$ cat src/rtl/mul_seq_ctrl.sv
// Shift-and-add 64x64 multiplier sequencer that borrows the shared add/sub datapath.
// Produces the low LENGTH product bits, so signed and unsigned operands give the same result.
module mul_seq_ctrl #(
   parameter int LENGTH = 64,
   parameter int CW     = $clog2(LENGTH)
) (
   input  logic              clk,
   input  logic              reset_n,
   input  logic              start,
   input  logic [LENGTH-1:0] op_a,
   input  logic [LENGTH-1:0] op_b,
   output logic              busy,
   output logic              done,
   output logic [LENGTH-1:0] result,
   output logic              zero,
   output logic              negative,
   output logic [LENGTH-1:0] add_a,
   output logic [LENGTH-1:0] add_b,
   output logic [2:0]        add_select,
   input  logic [LENGTH-1:0] add_sum
);

   typedef enum logic [1:0] {
      ST_IDLE = 2'd0,
      ST_RUN  = 2'd1,
      ST_DONE = 2'd2
   } state_t;

   localparam logic [CW-1:0]     LAST_COUNT = CW'(LENGTH - 1);
   localparam logic [CW-1:0]     ONE_COUNT  = CW'(1);
   localparam logic [LENGTH-1:0] ZERO_WORD  = {LENGTH{1'b0}};

   state_t            state_r;
   logic [LENGTH-1:0] mcand_r;
   logic [LENGTH-1:0] mplier_r;
   logic [LENGTH-1:0] acc_r;
   logic [CW-1:0]     count_r;
   logic              busy_r;
   logic              done_r;
   logic [LENGTH-1:0] result_r;
   logic              zero_r;
   logic              negative_r;
   logic              last_s;

   // Final iteration: no multiplier bits remain above bit 0, or the full width has been walked.
   assign last_s = ((mplier_r >> 1) == ZERO_WORD) || (count_r == LAST_COUNT);

   // Adder operand steering; operands are held at zero outside RUN to keep the shared adder quiet.
   always_comb begin
      add_select = 3'b010;
      add_a      = ZERO_WORD;
      add_b      = ZERO_WORD;
      if (state_r == ST_RUN) begin
         add_a = acc_r;
         if (mplier_r[0]) begin
            add_b = mcand_r;
         end else begin
            add_b = ZERO_WORD;
         end
      end else begin
         add_a = ZERO_WORD;
         add_b = ZERO_WORD;
      end
   end

   // Sequencer state, datapath registers and registered status outputs.
   always_ff @(posedge clk or negedge reset_n) begin
      if (!reset_n) begin
         state_r    <= ST_IDLE;
         mcand_r    <= ZERO_WORD;
         mplier_r   <= ZERO_WORD;
         acc_r      <= ZERO_WORD;
         count_r    <= {CW{1'b0}};
         busy_r     <= 1'b0;
         done_r     <= 1'b0;
         result_r   <= ZERO_WORD;
         zero_r     <= 1'b1;
         negative_r <= 1'b0;
      end else begin
         case (state_r)
            ST_IDLE: begin
               done_r <= 1'b0;
               if (start) begin
                  mcand_r  <= op_a;
                  mplier_r <= op_b;
                  acc_r    <= ZERO_WORD;
                  count_r  <= {CW{1'b0}};
                  busy_r   <= 1'b1;
                  state_r  <= ST_RUN;
               end else begin
                  busy_r  <= 1'b0;
                  state_r <= ST_IDLE;
               end
            end
            ST_RUN: begin
               acc_r    <= add_sum;
               mcand_r  <= mcand_r << 1;
               mplier_r <= mplier_r >> 1;
               count_r  <= count_r + ONE_COUNT;
               if (last_s) begin
                  busy_r     <= 1'b0;
                  done_r     <= 1'b1;
                  result_r   <= add_sum;
                  zero_r     <= (add_sum == ZERO_WORD);
                  negative_r <= add_sum[LENGTH-1];
                  state_r    <= ST_DONE;
               end else begin
                  busy_r  <= 1'b1;
                  done_r  <= 1'b0;
                  state_r <= ST_RUN;
               end
            end
            ST_DONE: begin
               // start is deliberately ignored here; it is only sampled back in IDLE
               busy_r  <= 1'b0;
               done_r  <= 1'b0;
               state_r <= ST_IDLE;
            end
            default: begin
               busy_r  <= 1'b0;
               done_r  <= 1'b0;
               state_r <= ST_IDLE;
            end
         endcase
      end
   end

   assign busy     = busy_r;
   assign done     = done_r;
   assign result   = result_r;
   assign zero     = zero_r;
   assign negative = negative_r;

endmodule

$ cat config.mk
export PLATFORM = sky130hd
export DESIGN_NAME = mul_seq_ctrl
export DESIGN_NICKNAME = d
export VERILOG_FILES = /design/src/rtl/mul_seq_ctrl.sv
export SDC_FILE = /design/constraint.sdc
export NUM_CORES = 1
export LEC_CHECK = 0
export CAP_MARGIN = 20
export CORE_ASPECT_RATIO = 0.5
export CORE_MARGIN = 2
export CORE_UTILIZATION = 40
export DETAILED_ROUTE_END_ITERATION = 16
export GPL_ROUTABILITY_DRIVEN = 0
export PLACE_DENSITY = 0.71
export SLEW_MARGIN = 20
export SYNTH_ARGS = -nofsm -noshare
export SYNTH_HDL_FRONTEND = slang
export SYNTH_SLANG_ARGS = --single-unit
$ cat constraint.sdc
create_clock -name clk -period 3.7 [get_ports clk]
set_clock_uncertainty 0.15 [all_clocks]
set_input_delay 0.555 -clock clk [delete_from_list [all_inputs] [get_ports clk]]
set_output_delay 0.555 -clock clk [all_outputs]
set_load 0.02 [all_outputs]
## After elaboration in Yosys (flattened, before gate mapping)

Index checks and enable logic that the tools add are counted.
W data, S select, Z words.

- Add/subtract/negate cells: 1
- Equal/unequal tests: 3
- Muxes and demuxes: 19
- Reduce and logical (&&, ||, !) cells: 7

Operators with widths:

| operator | count |
|---|---|
| $mux W64 | 6 |
| $pmux W64 S2 | 3 |
| $logic_not A64 Y1 | 2 |
| $pmux W6 S2 | 1 |
| $add A6 B1 Y6 const B | 1 |
| $eq A6 B6 Y1 const B | 1 |
| $mux W6 | 1 |
| $mux W1 | 5 |
| $pmux W2 S2 | 1 |
| $reduce_and A2 Y1 | 2 |
| $eq A2 B1 Y1 const B | 1 |
| $logic_not A2 Y1 | 1 |
| $mux W2 | 1 |
| $ne A2 B2 Y1 const B | 1 |
| $pmux W1 S2 | 1 |
| $reduce_bool A2 Y1 | 1 |
| $logic_or A1 B1 Y1 | 1 |

- Register bits: 268
- Input port bits: 195
- Output and inout port bits: 199
- Word-level logic and storage cells: 40

## Depth between registers and ports, before layout

- Depth after elaboration: 4
- Depth in mapped cells: 7

## Worst setup path after synthesis

Ideal clock, no wire load.

- Path kind: register to output
- From: register state_r[0]
- To: output add_b[63]
- Arrival time: 1.857 ns
- Data required time: 2.995 ns
- Path slack: 1.138 ns
- Stages on the path, launching flop included: 7
- Buffers on the path: 3
- Cell sequence: dfrtp_1 -> inv_1 -> nor2_1 -> clkbuf_1 -> clkbuf_1 -> clkbuf_1 -> and3_1

- Word-level cells in the longest chain between the ends: 2

RTL lines:

| what | RTL line | text |
|---|---|---|
| start: declaration | 33 | `state_t state_r;` |
| start signal: assignment | 69 | `state_r <= ST_IDLE;` |
| start signal: assignment | 89 | `state_r <= ST_RUN;` |
| start signal: assignment | 92 | `state_r <= ST_IDLE;` |
| $eq A2 B1 Y1 | 53 | `if (state_r == ST_RUN) begin` |
| $mux W64 | 53 |  |
| end: declaration | 18 | `output logic [LENGTH-1:0] add_b,` |

No other way between the ends.

==> out/metrics.yaml <==
run_status: "finished clean"
die_width_microns: 248.3
max_freq_mhz: 309.1
synth-seq-cells: 265
worst_hold_path_type: "reg -> reg"
critPathMaxStageDelay_ns: 0.60
finish.utilization_pct: 58.56
static_leakage_power_nw: 7.204
io_pins: 394
ys.warnings.count: 0
globalRouteOverflowTotal: 0
final_cycle_share_pct: 87.44
yosys-top-cells-area: "dfrtp_1 55%, a22oi_1 7.9%, o21ai_0 5.6%"
synthFlopType: "dfrtp_1"
worstSkewPairLatency_ns: 0.53
maxCapViolCount: 0
critPathKind: "reg -> out"
slew_violations: 0
synth_seq_area_share_pct: 55.57
finalWirelength_microns: 37340
critPathMaxFanout: 106
antenna_violating_nets_post_route: 0
maximum_number_of_buffers_from_clock_root_to_sink: 3
critical_path.slowest_cell: "clkdlybuf4s50_1"
dpl_worst_slack_ns: 0.9360
synth_edf_count: 0
async_flop_share_pct: 100.0
die_y_microns: 126.2
grt_first_pass_wirelength_microns: 58240
design.final.nets: 1628
cts_made_buffers: 25
synth_area_per_cell_sq_um: 10.91
fin_tns_setup_ns: 0
grt_start_max_net_pins: 153
cts_post_setup_buffers_inserted: 0
routedWlPerCell_microns: 20.23
finalHoldViolations: 0
initial_antenna_violation_count: 5
arrival_ns: 2.53
via_count_of_the_first_global_routing_pass: 10140
buffer_ports.inserted: 390
timing.critical_path.max_delay_family: "buffers and inverters"
tightest_slew_ns: 1.031
clock_pin_slew_on_the_worst_setup_and_hold_paths_ns: 0.07
critical_path.n_buffers_inverters: 2
fin_crit_ns: 3.235
row_count: 44
portion_of_synthesized_cell_area_occupied_by_the_leading_cell_type_pct: 55.35
cts_tree: "yes"
place.detailed.hpwl_microns: 25550
drt_iter0_markers: 723
worst_setup_path_end_kind: "output pin"
vias_per_cell: 5.487
dieArea_sq_um: 31320
power_per_cell_area_nw_per_um2: 697.8
unique_masters_post_synth: 34
syn_to_final_growth_pct: 43.14
syn-cell-area_sq_um: 11940
detailedRoute.firstPassIterationCount: 6
clock_sinks: 265
setup_viol: 0
gr-usage-all-layers_pct: 23.41
worst_path_required_time_ns: 2.99
setup.worst_path.start_class: "register"
crit_path_cell_trace: "nor2_4 -> buf_12 -> and2_1 -> clkdlybuf4s50_1"
floorplan.initialDensity_pct: 40.91
r2r_setup_slack_ns: 0.91
final_layout_size_suffix_gt1_share_pct: 9.593
worst_slack_ns: 0.4646
remaining_drc_errors: 0
grt_setup_unrepaired: "no"
worst_hold_slack_ns: 0.3402
synth_area_leader: "dfrtp_1"
cts-htree-levels: 1
netlist_instances: 1094
ir_drop_mv: 0.4368
finalPower_w: 0.01192
slew_headroom_pct: 31.30
coreArea_sq_um: 29180
fill_cells: 2422
clockRootBuffer: "clkbuf_16"
routed-via-count: 10130
-- power breakdown --
group / internal, W / switching (W) / leakage [nW] / total [W]
Clock: 0.00157 / 0.00112 / 0.421 / 0.00270
Combinational: 0.00239 / 0.00223 / 3.47 / 0.00462
Sequential: 0.00388 / 0.000721 / 3.31 / 0.00460
Total: 0.00784 / 0.00408 / 7.20 / 0.0119
-- flip-flops by register name (all words and copies together), names as in the netlist --
register  cells
state_r       1
done          1
zero          1
mcand_r      64
count_r       6
acc_r        64
result       64
mplier_r     64
-- timing repair --
action	CTS	global route
endpoints found under the setup margin	0	0
hold buffers	1	0
hold endpoints to repair	63	0
gates resized for setup	0	0
-- logic make-up (layout without fill, tap and decap cells) --
logic type / count (synthesis) / after routing / synth area share, %
other: 2 / 9 / 0.06292
adder cells (fa/ha/maj): 1 / 1 / 0.1048
AND/OR/NAND/NOR: 311 / 311 / 13.79
multiplexers: 65 / 65 / 7.358
buffers and inverters: 106 / 460 / 3.795
flip-flops: 265 / 265 / 55.57
AO/OA/AOI/OAI: 343 / 343 / 19.25
XOR/XNOR: 1 / 1 / 0.07339
-- through the flow --
stage	area [sq um]	cells
finish	17090	1846
global route	17080	1845
CTS	17070	1840
detailed placement	16210	1795
global placement	16210	1795
floorplan	11940	1095
-- routing by layer --
metal / share of wire, % / vias to the layer above / global-route usage [%]
met5: 0 / - / 0
met4: 3.6 / 0 / 9.384
met3: 4.9 / 77 / 3.474
met2: 50 / 346 / 39.13
met1: 42 / 5033 / 30.67
li1: - / 4673 / -
-- cells in the mapped netlist, types with 2 or more instances --
master and count:
mux2_2 26, buf_1 6, a32o_1 2, nand4_1 10, conb_1 2, nor2b_1 14, mux2_4 39, a22oi_1 126
a21oi_1 12, nor4_1 32, buf_4 4, buf_6 5, nand2_1 118, a22o_1 65, and2_1 64, o21ai_0 133
inv_1 2, nor2_1 3, dfrtp_1 264, buf_2 2, and3_1 66, clkbuf_1 87
-- layout make-up --
class | instances | area (sq um) | share of cell area [%]
Multi-Input combinational cell | 724 | 4892 | 28.63
Antenna cell | 6 | 15.01 | 0.08787
Inverter | 2 | 7.507 | 0.04394
Clock buffer | 34 | 719.4 | 4.211
Timing Repair Buffer | 414 | 4192 | 24.53
Clock inverter | 10 | 131.4 | 0.7689
Tap cell | 391 | 489.2 | 2.863
Sequential cell | 265 | 6640 | 38.86
-- worst paths after layout --
kind / startpoint / endpoint / cells after the start
min: acc_r[14]$_DFFE_PN0P_ / acc_r[14]$_DFFE_PN0P_ / 1
min in group asynchronous: reset_n / result[7]$_DFFE_PN0P_ / 2
max reg2reg: done$_DFF_PN0_ / count_r[3]$_DFFE_PN0P_ / 5
max: done$_DFF_PN0_ / add_a[25] / 4
min reg2reg: acc_r[14]$_DFFE_PN0P_ / acc_r[14]$_DFFE_PN0P_ / 1
max in group asynchronous: reset_n / done$_DFF_PN0_ / 3
-- cells in the final DEF, fill, tap and decap left out, types with 26 or more instances in the layout --
cell type        synthesis  final
clkdlybuf4s50_1          0    389
mux2_2                  26     26
mux2_4                  39     39
and2_1                  64     64
dfrtp_1                264    262
o21ai_0                133    133
nor4_1                  32     32
nand2_1                118    118
a22oi_1                126    126
and3_1                  66     66
a22o_1                  65     65
Note: power is estimated with default switching activity, not from simulation.
